<file path="config.mk">
export PLATFORM = sky130hd
export DESIGN_NAME = reg_bank_flat
export DESIGN_NICKNAME = d
export VERILOG_FILES = /design/src/rtl/reg_bank_pkg.sv /design/src/rtl/reg_bank_if.sv /design/src/rtl/reg_bank_alu.sv /design/src/rtl/reg_bank.sv /design/src/flat_wrapper.sv
export SDC_FILE = /design/constraint.sdc
export NUM_CORES = 1
export LEC_CHECK = 0
export CORE_MARGIN = 1.5
export CORE_UTILIZATION = 60
export CTS_CLUSTER_SIZE = 40
export DETAILED_ROUTE_END_ITERATION = 8
export HOLD_SLACK_MARGIN = 0.06
export PLACE_DENSITY_LB_ADDON = 0.12
export SYNTH_ARGS = -nofsm -noshare
export SYNTH_HDL_FRONTEND = slang
export SYNTH_HIERARCHICAL = 1
export SYNTH_SLANG_ARGS = --single-unit
</file>
<file path="constraint.sdc">
create_clock -name clk -period 9.6 [get_ports clk]
set_input_delay 1.44 -clock clk [delete_from_list [all_inputs] [get_ports clk]]
set_output_delay 1.44 -clock clk [all_outputs]
set_load 0.02 [all_outputs]
</file>
<file path="src/rtl/reg_bank_pkg.sv">
// Shared opcode encodings and the rule that decides which opcodes execute.
// Codes above OP_ROR are reserved and behave like HOLD.
package reg_bank_pkg;

    localparam int OP_W = 4;

    typedef enum logic [OP_W-1:0] {
        OP_HOLD  = 4'd0,
        OP_LOAD  = 4'd1,
        OP_CLEAR = 4'd2,
        OP_SET   = 4'd3,
        OP_INC   = 4'd4,
        OP_DEC   = 4'd5,
        OP_SHL   = 4'd6,
        OP_SHR   = 4'd7,
        OP_ROL   = 4'd8,
        OP_ROR   = 4'd9
    } op_e;

    function automatic logic op_valid(logic [OP_W-1:0] code);
        return (code != OP_HOLD) && (code <= OP_ROR);
    endfunction

endpackage

</file>
<file path="src/rtl/reg_bank_if.sv">
// Operation and read-port bundle for reg_bank; the master drives operations
// and read selects, the slave (the bank) returns read data and flags.
interface reg_bank_if
    import reg_bank_pkg::*;
#(
    parameter int WORD_SIZE = 16,
    parameter int NUM_REGS  = 8
);
    localparam int SEL_W = $clog2(NUM_REGS);

    logic                 opEnable;
    logic [OP_W-1:0]      opCode;
    logic [SEL_W-1:0]     opSel;
    logic [WORD_SIZE-1:0] opData;
    logic                 serialIn;
    logic [SEL_W-1:0]     rdSelA;
    logic [SEL_W-1:0]     rdSelB;
    logic [WORD_SIZE-1:0] rdDataA;
    logic [WORD_SIZE-1:0] rdDataB;
    logic                 zeroFlag;
    logic                 carryFlag;

    modport master (
        output opEnable, opCode, opSel, opData, serialIn, rdSelA, rdSelB,
        input  rdDataA, rdDataB, zeroFlag, carryFlag
    );

    modport slave (
        input  opEnable, opCode, opSel, opData, serialIn, rdSelA, rdSelB,
        output rdDataA, rdDataB, zeroFlag, carryFlag
    );
endinterface

</file>
<file path="src/rtl/reg_bank_alu.sv">
// Combinational next-value/carry for one register under one opcode.
// valid_o is low for HOLD and reserved codes so the bank can skip the write.
module reg_bank_alu
    import reg_bank_pkg::*;
#(
    parameter int W = 16
) (
    input  logic [W-1:0]    r_i,
    input  logic [OP_W-1:0] op_code_i,
    input  logic [W-1:0]    op_data_i,
    input  logic            serial_i,
    output logic [W-1:0]    nxt_o,
    output logic            carry_o,
    output logic            valid_o
);
    assign valid_o = op_valid(op_code_i);

    always_comb begin
        nxt_o   = r_i;
        carry_o = 1'b0;
        case (op_code_i)
            OP_LOAD:  nxt_o = op_data_i;
            OP_CLEAR: nxt_o = '0;
            OP_SET:   nxt_o = '1;
            OP_INC: begin
                nxt_o   = r_i + W'(1);
                carry_o = &r_i;
            end
            OP_DEC: begin
                nxt_o   = r_i - W'(1);
                carry_o = ~|r_i;
            end
            OP_SHL: begin
                nxt_o   = {r_i[W-2:0], serial_i};
                carry_o = r_i[W-1];
            end
            OP_SHR: begin
                nxt_o   = {serial_i, r_i[W-1:1]};
                carry_o = r_i[0];
            end
            OP_ROL: begin
                nxt_o   = {r_i[W-2:0], r_i[W-1]};
                carry_o = r_i[W-1];
            end
            OP_ROR: begin
                nxt_o   = {r_i[0], r_i[W-1:1]};
                carry_o = r_i[0];
            end
            default: ;
        endcase
    end
endmodule

</file>
<file path="src/rtl/reg_bank.sv">
// Architectural register file: one op port writing one register per cycle,
// two combinational read ports, registered zero/carry flags of the last op.
module reg_bank
    import reg_bank_pkg::*;
#(
    parameter int WORD_SIZE = 16,
    parameter int NUM_REGS  = 8
) (
    input  logic       clk,
    input  logic       rstN,
    reg_bank_if.slave  bus
);
    localparam int SEL_W = $clog2(NUM_REGS);

    logic [WORD_SIZE-1:0] regs_q [NUM_REGS];
    logic [WORD_SIZE-1:0] regs_d [NUM_REGS];
    logic                 zero_q, zero_d;
    logic                 carry_q, carry_d;

    logic [WORD_SIZE-1:0] tgt_val;
    logic                 sel_hit;
    logic [WORD_SIZE-1:0] alu_nxt;
    logic                 alu_carry;
    logic                 alu_valid;
    logic                 exec;
    logic [WORD_SIZE-1:0] rd_a, rd_b;

    // Select decode doubles as the range check: out-of-range selects never hit.
    always_comb begin
        tgt_val = '0;
        sel_hit = 1'b0;
        for (int i = 0; i < NUM_REGS; i++) begin
            if (bus.opSel == SEL_W'(i)) begin
                tgt_val = regs_q[i];
                sel_hit = 1'b1;
            end
        end
    end

    reg_bank_alu #(.W(WORD_SIZE)) u_alu (
        .r_i       (tgt_val),
        .op_code_i (bus.opCode),
        .op_data_i (bus.opData),
        .serial_i  (bus.serialIn),
        .nxt_o     (alu_nxt),
        .carry_o   (alu_carry),
        .valid_o   (alu_valid)
    );

    assign exec = bus.opEnable & alu_valid & sel_hit;

    always_comb begin
        regs_d  = regs_q;
        zero_d  = zero_q;
        carry_d = carry_q;
        if (exec) begin
            for (int i = 0; i < NUM_REGS; i++) begin
                if (bus.opSel == SEL_W'(i)) regs_d[i] = alu_nxt;
            end
            zero_d  = ~|alu_nxt;
            carry_d = alu_carry;
        end
    end

    always_ff @(posedge clk or negedge rstN) begin
        if (!rstN) begin
            for (int i = 0; i < NUM_REGS; i++) regs_q[i] <= '0;
            zero_q  <= 1'b1;
            carry_q <= 1'b0;
        end else begin
            regs_q  <= regs_d;
            zero_q  <= zero_d;
            carry_q <= carry_d;
        end
    end

    // Reads see stored contents only; a same-cycle write shows up after the edge.
    always_comb begin
        rd_a = '0;
        rd_b = '0;
        for (int i = 0; i < NUM_REGS; i++) begin
            if (bus.rdSelA == SEL_W'(i)) rd_a = regs_q[i];
            if (bus.rdSelB == SEL_W'(i)) rd_b = regs_q[i];
        end
    end

    assign bus.rdDataA   = rd_a;
    assign bus.rdDataB   = rd_b;
    assign bus.zeroFlag  = zero_q;
    assign bus.carryFlag = carry_q;
endmodule

</file>
<file path="src/flat_wrapper.sv">
// flat-port wrapper written by rule: the top's interface ports become plain ports
module reg_bank_flat import reg_bank_pkg::*;
#(
    parameter int WORD_SIZE = 16,
    parameter int NUM_REGS  = 8
)
  (clk, rstN, bus_opEnable, bus_opCode, bus_opSel, bus_opData, bus_serialIn, bus_rdSelA, bus_rdSelB, bus_rdDataA, bus_rdDataB, bus_zeroFlag, bus_carryFlag);
  reg_bank_if #(.WORD_SIZE(WORD_SIZE), .NUM_REGS(NUM_REGS)) bus_i ();
  input  logic clk;
  input  logic rstN;
  input wire logic [$bits(bus_i.opEnable)-1:0] bus_opEnable;
  input wire logic [$bits(bus_i.opCode)-1:0] bus_opCode;
  input wire logic [$bits(bus_i.opSel)-1:0] bus_opSel;
  input wire logic [$bits(bus_i.opData)-1:0] bus_opData;
  input wire logic [$bits(bus_i.serialIn)-1:0] bus_serialIn;
  input wire logic [$bits(bus_i.rdSelA)-1:0] bus_rdSelA;
  input wire logic [$bits(bus_i.rdSelB)-1:0] bus_rdSelB;
  output wire logic [$bits(bus_i.rdDataA)-1:0] bus_rdDataA;
  output wire logic [$bits(bus_i.rdDataB)-1:0] bus_rdDataB;
  output wire logic [$bits(bus_i.zeroFlag)-1:0] bus_zeroFlag;
  output wire logic [$bits(bus_i.carryFlag)-1:0] bus_carryFlag;
  assign bus_i.opEnable = bus_opEnable;
  assign bus_i.opCode = bus_opCode;
  assign bus_i.opSel = bus_opSel;
  assign bus_i.opData = bus_opData;
  assign bus_i.serialIn = bus_serialIn;
  assign bus_i.rdSelA = bus_rdSelA;
  assign bus_i.rdSelB = bus_rdSelB;
  assign bus_rdDataA = bus_i.rdDataA;
  assign bus_rdDataB = bus_i.rdDataB;
  assign bus_zeroFlag = bus_i.zeroFlag;
  assign bus_carryFlag = bus_i.carryFlag;
  reg_bank #(.WORD_SIZE(WORD_SIZE), .NUM_REGS(NUM_REGS)) u_core (.clk(clk), .rstN(rstN), .bus(bus_i));
endmodule
</file>
Yosys cells after proc, flatten, opt, wreduce, memory -nomap -nowiden
Cells that the tools add are included.

storage, ports and cells
  latch bits = 0
  bits of input ports = 33
  memories = 0
  register bits after elaboration = 130
  word-level logic and storage cells = 99
  memory bits (writable) = 0
  output and inout bits = 34
  ROM bits = 0

operators by class
  shift-type cells = 0
  magnitude comparators = 1
  muxes and demuxes = 34
  divide/modulo/power cells = 0
  $add $sub $neg = 2
  bitwise operators = 2
  multiply operators = 0
  equality and inequality tests = 30
  reduce and logical (&&, ||, !) cells = 20

operators with widths
  kind                                                                   count
  16-bit two-way mux                                                     24
  16-bit one-hot mux with 9 select lines                                 1
  3-bit equality test, second input constant                             12
  16-bit OR reduction                                                    2
  3-bit by 2-bit equality test with 1-bit output, second input constant  6
  16-bit by 1-bit adder with 16-bit output, second input constant        1
  4-bit by 3-bit equality test with 1-bit output, second input constant  4
  16-bit AND reduction                                                   1
  2-bit AND reduction                                                    8
  16-bit by 1-bit subtractor with 16-bit output, second input constant   1
  3-bit by 1-bit equality test with 1-bit output, second input constant  3
  3-bit zero test                                                        3
  4-bit by 2-bit equality test with 1-bit output, second input constant  2
  4-bit equality test, second input constant                             2
  1-bit two-way mux                                                      8
  4-bit by 1-bit equality test with 1-bit output, second input constant  1
  4-bit less-or-equal comparator, second input constant                  1
  1-bit one-hot mux with 4 select lines                                  1
  4-bit nonzero test                                                     1
  2-bit OR reduction                                                     2
  1-bit bitwise AND                                                      2
  1-bit zero test                                                        2
  1-bit logical AND                                                      1

Logic depth before layout (Yosys ltp)
Gate-level depths: netlist of the first run.

  depth after elaboration = 13
  gate-level depth with buffers = 17
  depth with buffers taken out = 14

Modules after synthesis
Netlist of the first run, hierarchy kept.

by module, submodules not included
  module        instances  sequential area each (um^2)  cells an instance  area an instance (um^2)
  reg_bank      1          3254.4                       714                8264.2
  reg_bank_alu  1          0.0                          292                1829.3

Least setup slack after synthesis of the first run
OpenSTA, ideal clock, no wires.

  path kind = input-to-reg
  start = input port bus_opSel[0]
  end = register u_core.zero_q, in the netlist u_core/bus.zeroFlag
  stages on the path = 16
  data arrival time = 4584 ps
  library setup time = 79 ps
  required time = 9521 ps
  slack = 4938 ps
  buffers on the path = 3
  cell sequence = buf_4 > buf_6 > nor3b_2 > a221oi_1 > a21oi_1 > buf_2 > xnor2_1 > ha_1 > or3_1 > nor3_1 > a32o_1 > a21oi_1 > o221a_2 > nor4_1 > nand4_1 > o21ai_0

on the way
  cells in the longest elaborated chain, start to end = 13
  elaborated cells between the ends (all ways) = 30
  those cells by class = add/sub: 2; eq/ne: 7; mux: 17; bitwise: 1; reduce/logical: 3

ends and longest elaborated chain
  item                                                                                                       line                                    RTL
  from (decl)                                                                                                flat_wrapper.sv:13                      input wire logic [$bits(bus_i.opSel)-1:0] bus_opSel;
  3-bit zero test                                                                                            reg_bank.sv:33                          if (bus.opSel == SEL_W'(i)) begin
  16-bit two-way mux (7 in series)                                                                           reg_bank.sv:33
  16-bit two-way mux (*)                                                                                     reg_bank.sv:33
  via u_core.tgt_val[1]                                                                                      reg_bank.sv:20                          logic [WORD_SIZE-1:0] tgt_val;
  16-bit by 1-bit subtractor with 16-bit output or 16-bit by 1-bit adder with 16-bit output (tied branches)  reg_bank_alu.sv:30, reg_bank_alu.sv:26
  16-bit one-hot mux with 9 select lines (*)                                                                 reg_bank_alu.sv:21                      case (op_code_i)
  via u_core.alu_nxt[10]                                                                                     reg_bank.sv:22                          logic [WORD_SIZE-1:0] alu_nxt;
  16-bit OR reduction (*)                                                                                    reg_bank.sv:60                          zero_d = ~|alu_nxt;
  1-bit zero test (*)                                                                                        reg_bank.sv:60
  to (signal assigned)                                                                                       reg_bank.sv:72                          zero_q <= zero_d;
  to (decl)                                                                                                  reg_bank.sv:17                          logic zero_q, zero_d;

The timed path passes the listed nets; every way through them passes the cells marked *.
A chain may end at the register's enable or synchronous reset.

Final worst setup path of the first run
  start = input port bus_opSel[2]
  end = register u_core.zero_q, in the netlist u_core/bus.zeroFlag

The elaborated chain is that of the path after synthesis.

==> summary.md, run 1 <==
| Metric | Value |
|---|---|
| Main combinational cell family by area after synthesis | multiplexers |
| Fillers | 1,304 |
| Initial antenna violation count | 0 |
| Worst Reg-to-Reg Cells | 14 |
| TNS Setup | 0 ns |
| Min-delay src | u_core/bus.carryFlag |
| CP max FO | 28 |
| Iteration-0 DRC Markers | 1,019 |
| Vias per inst | 7.01 |
| Crit path kind | primary input to flop |
| Number of port buffers | 66 |
| Cts hold-fix bufs | 0 |
| Slew Limit Headroom | between 10% and 20% |
| H-tree levels | 4 |
| Root Driver | clkbuf_16 |
| Combinational power share | 38.4% |
| Crit. End Element | flop |
| EDFF count, synth | 0 |
| Drt pass-1 iters | 5 |
| CTS Sinks | 130 |
| Fin crit period | 6.33 ns |
| DRT Wirelength | 30.1 mm |
| Max IR drop VDD | ~0.15 mV |
| WP data required | 9.94 ns |
| Vias after detailed routing | roughly 8,700 |
| DR WL met2 | 13.3 mm |
| Synth Area in Compound Gates | 19.9% |
| Drt wl/cell | roughly 24 um |
| Reg2Reg Launch Point | u_core/regs_q[97] |
| Place WS | 2.97 ns |
| Top cell type's share of synthesized area | 32.0% |
| Setup violations, final | 0 |
| Synthesized cell area | 10,100 um^2 |
| Placer Congestion | 0.938 |
| Die Area | 17,600 um^2 |
| Synthesized area per cell | 10.0 um^2 |
| Mapped Cells | just over 1,000 |
| Switching part of the total | 36.2% |
| Vias in the first global route | around 8,200 |
| Met1 WL | 12.9 mm |
| Reg-to-Reg End | u_core/bus.zeroFlag |
| Critical Path AT | between 6 and 7 ns |
| Post-CTS setup buffers | 0 |
| Mux share of post-synthesis cell area | between 20 and 30% |
| Worst hold slack | 0.508 ns |
| Pwr Density | 228 nW/um^2 |
| Final slew viol count | 0 |
| Initial Util | 61.1% |
| Sequential-to-total area share from yosys stat | 32.2% |
| Xor/xnor share of the synthesized area | 0.260% |
| P&R area growth vs syn | 11.2% |
| Internal power | 1.63 mW |
| Yosys cell types | 81 |
| DRC errors left | 0 |
| Clk_skew | 0.00724 ns |
| Placed insts | 1,215 |
| Final std cells w/o fill | 1,247 |
| Setup repair after global routing missed its margin | false |
| Half-perimeter wire length after placement | between 15 and 20 mm |
| GRT Util Overall | 34.9% |
| Leak | 4.48 nW |
| Area contributors post-synth | dfrtp_1 (32%), mux2_2 (16%), mux4_2 (5.8%) |
| Inserted Clock Buffers | 17 |
| # Max-Cap Violations | 0 |
| Met3 Wirelength | ~2.6 mm |
| Core area | 16,500 um^2 |
| Main synth FF type | dfrtp_1 |
| Yosys top cell by area | dfrtp_1 |
| Largest net degree at the start of global routing | roughly 70 |
| Synth Warn # | 6 |
| Antenna viol nets, final | 0 |
| Clk pin slew, worst setup/hold paths | 0.06 ns |
| Syn nets | ~1,000 |
| Clk_lat worst skew | 0.42 ns |
| Clock power frac | between 20 and 25% |
| Share of cells above drive strength 1 | approximately a quarter |
| Seq pwr share | 36.8% |
| Post-synth ARST share | between 90% and 100% |
| Diode count | 0 |
| Max Used Layer | met4 |
| Termination of the worst setup path | u_core/bus.zeroFlag |
| Kind of start point of the critical path | primary input |
| Final hold viol count | 0 |
| F_max | 158 MHz |
| Hold Crit Class | flop to flop |
| Pwr Total | 2.56 mW |
| Total grt overflow | 0 |
| Core Rows | 47 |
| CTS tree | built |
| Simple logic cell fraction of the synthesized area | a little over an eighth |
| Final period util | 66.0% |
| Height of the die | 133 um |
| CTS max path bufs | 2 |
| Global-route wire length before repair | between 40 and 50 mm |
| Net Sw Power | 926 uW |
| Critical path origin | bus_opSel[2] |
| Post-cts resize count | 0 |
| Adder-Cell Fraction of Synth Area | 0.124% |
| Status | completed |
| Post-route setup slack | ~3.3 ns |
| Die Wd | around 130 um |
| Nets | ~1,000 |
| R2R setup slack | 5.43 ns |
| Worst-Margin Slew | 1.24 ns |
| IO Pins | 67 |
| Register bit total from synthesis | 130 |
synth_stat cells, drive strengths merged, types with 4 or more instances:
library cell	instances
a2111oi	4
a211oi	5
a21boi	10
a21o	8
a21oi	65
a221oi	13
a22o	23
a31oi	6
a32oi	22
and2	10
and3	5
buf	48
clkbuf	48
dfrtp	129
inv	11
mux2	157
mux2i	52
mux4	26
nand2	69
nand2b	27
nand3	11
nor2	37
nor2b	37
nor3	13
nor4	7
o211ai	4
o21a	4
o21ai	61
o221ai	10
o22a	22
o22ai	5
or2	5
or4	5
through the flow:
| stage | utilization [%] | instance area [um^2] |
|---|---|---|
| final | 67.9 | 11200 |
| after global routing | 67.9 | 11200 |
| after CTS | 67.9 | 11200 |
| after detailed placement | 64.4 | 10600 |
| after global placement | 64.4 | 10600 |
| after floorplan | - | 10100 |
worst min-delay path by stage:
stage,end,slack (ns),cells past startpoint
final,u_core/bus.carryFlag,0.51,1
after global routing,u_core/bus.carryFlag,0.53,1
after floorplan,u_core/regs_q[58],0.50,1
after CTS,u_core/bus.carryFlag,0.51,1
after detailed placement,u_core/bus.carryFlag,0.50,1
after global placement,u_core/bus.carryFlag,0.49,1
power by group through the flow:
stage | Combinational [mW] | Clock [mW] | Sequential (mW)
final | 0.982 | 0.637 | 0.940
after global routing | 1.05 | 0.668 | 0.965
after CTS | 0.970 | 0.646 | 0.932
after detailed placement | 0.960 | 0 | 0.939
after global placement | 0.946 | 0 | 0.932
after floorplan | 0.728 | 0 | 0.872
cells in the final DEF, fill, tap and decap left out, drive strengths merged, types with 19 or more instances in the layout:
cell type,n
dfrtp,129
nor2,37
o22a,22
nand2b,27
mux2,157
clkdlybuf4s50,57
mux4,26
a21oi,65
o21ai,61
nor2b,37
clkbuf,19
mux2i,52
nand2,69
buf,28
a32oi,22
a22o,23
worst max-delay path, cell delays in order:
cell and delay (ns):
clkdlybuf4s50_1 0.88, buf_4 0.43, and2_1 0.46, a221oi_1 0.14, a21oi_1 0.64, xnor2_1 0.17, ha_1 0.26, or3_1 0.38
nor3_1 0.30, a32o_1 0.20, a2111oi_0 0.07, a211oi_1 0.97, nor4_1 0.12, nand4_1 0.11, o21ai_0 0.08
logic make-up (layout without fill, tap and decap cells):
group,after synthesis,after routing
compound gates,287,287
mux,235,235
simple gates,242,242
flops,130,130
buf+inv,108,129
fa+ha+maj,1,1
xor+xnor,3,3
state kept, by name (all words and copies together) (netlist names):
signal and cells:
u_core/regs_q 128, u_core/bus.carryFlag 1, u_core/bus.zeroFlag 1
cell type report:
type | count | area [um^2] | area share (%)
multi-input combinational | 768 | 6310 | 56.2
clock buffer | 19 | 443 | 3.95
timing repair buffer | 85 | 761 | 6.78
clock inverter | 13 | 135 | 1.20
tap | 220 | 275 | 2.45
inverter | 12 | 45.0 | 0.401
sequential | 130 | 3250 | 29.0
layer usage:
metal,track usage [%],vias to the layer above
li1,-,3840
met1,49.8,4333
met2,51.9,490
met3,6.09,80
met4,16.2,0
met5,0,-
Note: power is estimated with default switching activity, not from simulation.
==> run 2: changes to the inputs <==
==> constraint.sdc (replaced) <==
create_clock -name clk -period 6.59 [get_ports clk]
set_input_delay 0.9885 -clock clk [delete_from_list [all_inputs] [get_ports clk]]
set_output_delay 0.9885 -clock clk [all_outputs]
set_load 0.02 [all_outputs]
==> run 2 against run 1 <==
  * Sequential power is 46% higher
  * Sequential cell count is the same
  * Worst setup slack worse by 2.1 ns
  * Register-to-register slack worse by 2.9 ns
  * Die area is the same
  * Cell area rose by 0.84%
  * Non-clock buffer count is 8 higher
  * Count of clock-buffer cells in the layout grew 4
  * Sequential share of layout area down 0.24 points
  * Combinational power up 48%
==> summary.md, run 2 (synthesis results as in run 1) <==
| Metric | Value |
|---|---|
| Inserted Clock Buffers | 17 |
| Min-delay src | u_core/bus.zeroFlag |
| Fin crit period | 5.42 ns |
| Switching part of the total | 35.3% |
| H-tree levels | 4 |
| Clk_skew | 0.00742 ns |
| Placer Congestion | 0.920 |
| Worst Reg-to-Reg Cells | 14 |
| Final period util | 82.2% |
| IO Pins | 67 |
| Drt wl/cell | 24.2 um |
| Antenna viol nets, final | 0 |
| Pwr Density | 337 nW/um^2 |
| Cts hold-fix bufs | 0 |
| # Max-Cap Violations | 0 |
| Vias in the first global route | 8,294 |
| Commonest non-fill, non-tap cell in the layout | mux2_2 |
| Drt pass-1 iters | 6 |
| Worst hold slack | 0.519 ns |
| Hold Crit Class | flop to flop |
| Most flops, register | u_core/regs_q |
| CTS max path bufs | 2 |
| Clk pin slew, worst setup/hold paths | 0.06 ns |
| Vias after detailed routing | 8,737 |
| Clk_lat worst skew | 0.42 ns |
| Critical path origin | bus_opSel[2] |
| Leak | ~4.5 nW |
| Slowest stage delay, CP | 0.88 ns |
| Critical Path AT | 5.75 ns |
| Internal power | 2.47 mW |
| P&R area growth vs syn | 12.1% |
| CP bufs+invs | 2 |
| Most frequent cells in the layout | mux2_2 (147), dfrtp_1 (129), nand2_1 (69) |
| Placed insts | 1,223 |
| Fin util | between 60% and 70% |
| GRT Util Overall | 34.9% |
| Max reg flops | 128 |
| WHS Endpoint | u_core/bus.zeroFlag |
| Die Wd | 133 um |
| Final slew viol count | 0 |
| Pwr Total | approximately 3.8 mW |
| Nets | 1,056 |
| Seq pwr share | between 30% and 40% |
| Net Sw Power | 1.34 mW |
| CTS tree | built |
| Status | completed |
| Worst-Margin Slew | 1.37 ns |
| Final hold viol count | 0 |
| CP cell instances | clkdlybuf4s50_1 -> nor3b_2 -> buf_4 -> a221oi_1 -> a21oi_1 -> nand4_2 -> or4_4 -> mux2i_1 -> a2111oi_2 -> a211oi_1 -> nor4_1 -> nand4_1 -> o21ai_0 |
| Core area | 16,500 um^2 |
| WP data required | 6.92 ns |
| Die Area | 17,600 um^2 |
| Crit path kind | primary input to flop |
| Root Driver | clkbuf_16 |
| F_max | 185 MHz |
| Reg-to-Reg End | u_core/bus.zeroFlag |
| Initial antenna violation count | 0 |
| Setup repair after global routing missed its margin | false |
| Post-cts resize count | 0 |
| Crit. End Element | flop |
| Reg2Reg Launch Point | u_core/regs_q[113] |
| Half-perimeter wire length after placement | 19.2 mm |
| Clock power frac | 26.0% |
| CTS Sinks | 130 |
| Post-CTS setup buffers | 0 |
| Total grt overflow | 0 |
| Critical-path top delay cell | a211oi_1 |
| CP max FO | 12 |
| Combinational power share | between 30% and 40% |
| Global-route wire length before repair | 47.8 mm |
| Max IR drop VDD | 0.224 mV |
| Number of port buffers | 66 |
| Largest net degree at the start of global routing | 78 |
| Top delay family on crit path | compound AO/OA/AOI/OAI gates |
| Hold Path Depth | 2 |
| Height of the die | 133 um |
| Iteration-0 DRC Markers | 1,024 |
| Diode count | 0 |
| DRT Wirelength | 30.4 mm |
| Vias per inst | a little under 7 |
| Initial Util | between 60% and 70% |
| DRC errors left | 0 |
| TNS Setup | 0 ns |
| Core Rows | 47 |
| Final std cells w/o fill | 1,255 |
| Setup violations, final | 0 |
| R2R setup slack | around 2.5 ns |
| Slew Limit Headroom | 8.84% |
| Share of cells above drive strength 1 | 26.7% |
| Kind of start point of the critical path | primary input |
run 2: final cells by class:
type	instances	area, um^2
inverters	12	45.0
fillers	1277	5210
flip-flops and latches	130	3250
repair buffers	93	821
well taps	220	275
clock inverters	9	154
multi-input cells	768	6310
clock buffers	23	458
run 2: how the worst max path moves through the flow:
stage / end / slack [ns] / depth (start not counted)
6_report: u_core/bus.zeroFlag / 1.17 / 13
3_5_place_dp: u_core/bus.zeroFlag / 0.84 / 13
4_1_cts: u_core/bus.zeroFlag / 1.26 / 13
3_3_place_gp: u_core/bus.zeroFlag / 0.99 / 13
2_1_floorplan: u_core/bus.zeroFlag / 2.38 / 16
5_1_grt: u_core/bus.zeroFlag / 0.87 / 13
run 2: routing by layer:
layer  up-vias  part of all wire [%]  track usage [%]
met5         -                     0                0
met4         0                   3.4             15.4
met3        76                   9.0             7.20
met2       468                    44             51.9
met1      4335                    43             49.6
li1       3858                     -                -
run 2: power by group through the flow:
stage | Sequential (mW) | Combinational [mW] | Clock, mW
3_5_place_dp | 1.37 | 1.41 | 0
3_3_place_gp | 1.36 | 1.39 | 0
6_report | 1.37 | 1.45 | 0.991
4_1_cts | 1.36 | 1.43 | 1.00
5_1_grt | 1.41 | 1.55 | 1.04
2_1_floorplan | 1.27 | 1.06 | 0
run 2: per-stage QoR:
| step | cell area [um^2] | worst slack [ns] |
|---|---|---|
| after floorplan | 10100 | 2.38 |
| after global placement | 10700 | 0.988 |
| after detailed placement | 10700 | 0.837 |
| after CTS | 11300 | 1.26 |
| after global routing | 11300 | 0.871 |
| final | 11300 | 1.17 |
run 2: worst reg2reg max path, cell delays in order (launching register included):
cell	delay (ns)
dfrtp_1	0.41
mux2_2	0.29
o21ai_0	0.23
a21oi_1	0.11
buf_4	0.18
xnor2_1	0.14
ha_1	0.24
or3_1	0.38
nor3_1	0.30
a32o_1	0.20
a2111oi_0	0.07
a211oi_1	1.07
nor4_1	0.13
nand4_1	0.12
o21ai_0	0.08
==> run 3: changes to the inputs <==
--- a/config.mk
+++ b/config.mk
@@ -6,7 +6,7 @@
 export NUM_CORES = 1
 export LEC_CHECK = 0
 export CORE_MARGIN = 1.5
-export CORE_UTILIZATION = 60
+export CORE_UTILIZATION = 55
 export CTS_CLUSTER_SIZE = 40
 export DETAILED_ROUTE_END_ITERATION = 8
 export HOLD_SLACK_MARGIN = 0.06
==> constraint.sdc (replaced) <==
create_clock -name clk -period 4.8 [get_ports clk]
set_input_delay 0.72 -clock clk [delete_from_list [all_inputs] [get_ports clk]]
set_output_delay 0.72 -clock clk [all_outputs]
set_load 0.02 [all_outputs]
==> run 3 against run 2 <==
  * Cell count is 3.5% higher
  * Register-to-register slack got worse by 1.5 ns
  * Die area rose by 8.9%
  * Total power up 38%
  * Combinational power rose by 40%
  * Critical path type unchanged
  * Critical endpoint unchanged
==> summary.md, run 3 (synthesis results as in run 1) <==
| Metric | Value |
|---|---|
| Slowest stage delay, CP | approximately 0.94 ns |
| Placer Congestion | 0.906 |
| Max reg flops | 128 |
| IO Pins | 67 |
| F_max | 227 MHz |
| Initial Util | roughly 56% |
| Top delay family on crit path | compound AO/OA/AOI/OAI gates |
| Iteration-0 DRC Markers | 972 |
| Sequential Area | approximately 3300 um^2 |
| Vias after detailed routing | between 8,000 and 9,000 |
| Most flops, register | u_core/regs_q |
| Status | completed |
| Post-CTS setup buffers | 0 |
| Setup repair after global routing missed its margin | false |
| Met1 WL | 13.6 mm |
| Setup violations, final | 0 |
| Area occupied by multi-input gates | 6310 um^2 |
| Drt wl/cell | 24.0 um |
| WP data required | 5.14 ns |
| Die Area | between 15,000 and 20,000 um^2 |
| Critical path's most frequent cell | o21ai_0 |
| Root Driver | clkbuf_16 |
| Final hold viol count | 0 |
| DRT Wirelength | 31.2 mm |
| Clk pin slew, worst setup/hold paths | around 0.06 ns |
| Final period util | between 90% and 100% |
| GRT Util Overall | around a third |
| Hold Crit Class | primary input to async pin |
| Fin crit period | ~4.4 ns |
| Max IR drop VDD | 0.291 mV |
| TNS Setup | 0 ns |
| Leak | 4.71 nW |
| CP cell instances | clkdlybuf4s50_1 -> buf_4 -> o21ai_0 -> a21boi_0 -> a221oi_1 -> a21oi_1 -> xnor2_1 -> ha_1 -> or3_1 -> nor3_1 -> a32o_1 -> a2111oi_0 -> a211oi_1 -> nor4_1 -> nand4_1 -> o21ai_0 |
| Largest net degree at the start of global routing | 78 |
| DRC errors left | 0 |
| Clk_lat worst skew | ~0.43 ns |
| Max Used Layer | met4 |
| Clk_skew | 0.0150 ns |
| Slew Limit Headroom | 20.0% |
| Vias per inst | approximately 6.8 |
| Global-route wire length before repair | approximately 49 mm |
| Vias in the first global route | 8,496 |
| Placed Area | 11,000 um^2 |
| Nets | around 1,100 |
| Critical Path AT | 4.76 ns |
| CP max FO | 13 |
| Share of cells above drive strength 1 | between 20 and 30% |
| Antenna viol nets, final | 0 |
| Critical-path top delay cell | a211oi_1 |
| Crit path kind | primary input to flop |
| Drt pass-1 iters | 5 |
| Cts hold-fix bufs | 0 |
| CTS tree | built |
| CP bufs+invs | 2 |
| Kind of start point of the critical path | primary input |
| Crit. End Element | flop |
| Post-cts resize count | 0 |
| CTS max path bufs | 2 |
| Fillers | roughly 1,500 |
| Core Rows | slightly below 50 |
| H-tree levels | 4 |
| Inserted Clock Buffers | 17 |
| Half-perimeter wire length after placement | 20.4 mm |
| Met3 Wirelength | 2.37 mm |
| Height of the die | 138 um |
| Finished Cell Area | approximately 12,000 um^2 |
| Total grt overflow | 0 |
| Diode count | 0 |
| CTS Sinks | 130 |
| Commonest non-fill, non-tap cell in the layout | mux2_2 |
| R2R setup slack | 1.00 ns |
| Number of port buffers | 66 |
| Worst-Margin Slew | 1.19 ns |
| Initial antenna violation count | 0 |
| Pwr Density | 453 nW/um^2 |
| # Max-Cap Violations | 0 |
| P&R area growth vs syn | 14.9% |
| Core area | ~18,000 um^2 |
| DR WL met2 | around 14 mm |
| Final slew viol count | 0 |
| Die Wd | 138 um |
| Most frequent cells in the layout | mux2_2 (147), dfrtp_1 (129), nand2_1 (69) |
==> run 3: cell count changes in the layout (fill, tap and decap cells not counted), sizes merged <==
cell | previous run | this run
bufinv | 4 | 2
clkinv | 3 | 4
clkbuf | 23 | 18
inv | 12 | 18
buf | 36 | 71
==> run 3: area by class of cell <==
cell class	count	share of cell area [%]
flip-flops and latches	130	28.1
clock buffers	18	3.79
repair buffers	128	9.45
multi-input cells	768	54.4
well taps	229	2.47
clock inverters	14	1.45
inverters	12	0.388
==> run 3: through the flow <==
| stage | worst slack, ns | hold WS (ns) | power, mW | utilization (%) | instances |
|---|---|---|---|---|---|
| 3_3_place_gp | 0.124 | 0.494 | 3.84 | 61.2 | 1267 |
| 3_5_place_dp | 0.0321 | 0.511 | 3.88 | 61.2 | 1267 |
| 6_report | 0.385 | 0.436 | 5.26 | 64.6 | 1299 |
| 5_1_grt | 0.0185 | 0.518 | 5.52 | 64.6 | 1299 |
| 4_1_cts | 0.461 | 0.505 | 5.24 | 64.6 | 1299 |
| 2_1_floorplan | 0.858 | 0.424 | 3.20 | - | 1006 |
==> run 3: report_power, final <==
part	internal [mW]	switching [mW]
Clock	0.796	0.550
Sequential	1.47	0.414
Combinational	1.07	0.957
Total	3.34	1.92
==> run 3: per-layer routing <==
metal  vias up  GRT usage, %
li1       3929             -
met1      4365          46.4
met2       449          50.1
met3        76          5.23
met4         0          14.7
met5         -             0
==> run 3: path summary, 6_finish.rpt <==
path	start	end	cells after the start
min	rstN	u_core/regs_q[123]	1
min reg2reg	u_core/bus.carryFlag	u_core/bus.carryFlag	1
max	bus_opSel[2]	u_core/bus.zeroFlag	16
max in group asynchronous	rstN	u_core/regs_q[105]	2
min in group clk	u_core/bus.carryFlag	u_core/bus.carryFlag	1
max reg2reg	u_core/regs_q[65]	u_core/bus.zeroFlag	14
==> run 3: worst reg2reg max path: stages, from the launching register on <==
cell       delay [ns]
dfrtp_1          0.41
o21ai_0          0.18
a21boi_0         0.11
a221oi_1         0.23
a21oi_1          0.16
xnor2_1          0.16
ha_1             0.24
or3_1            0.38
nor3_1           0.33
a32o_1           0.20
a2111oi_0        0.06
a211oi_1         0.94
nor4_1           0.12
nand4_1          0.11
o21ai_0          0.08
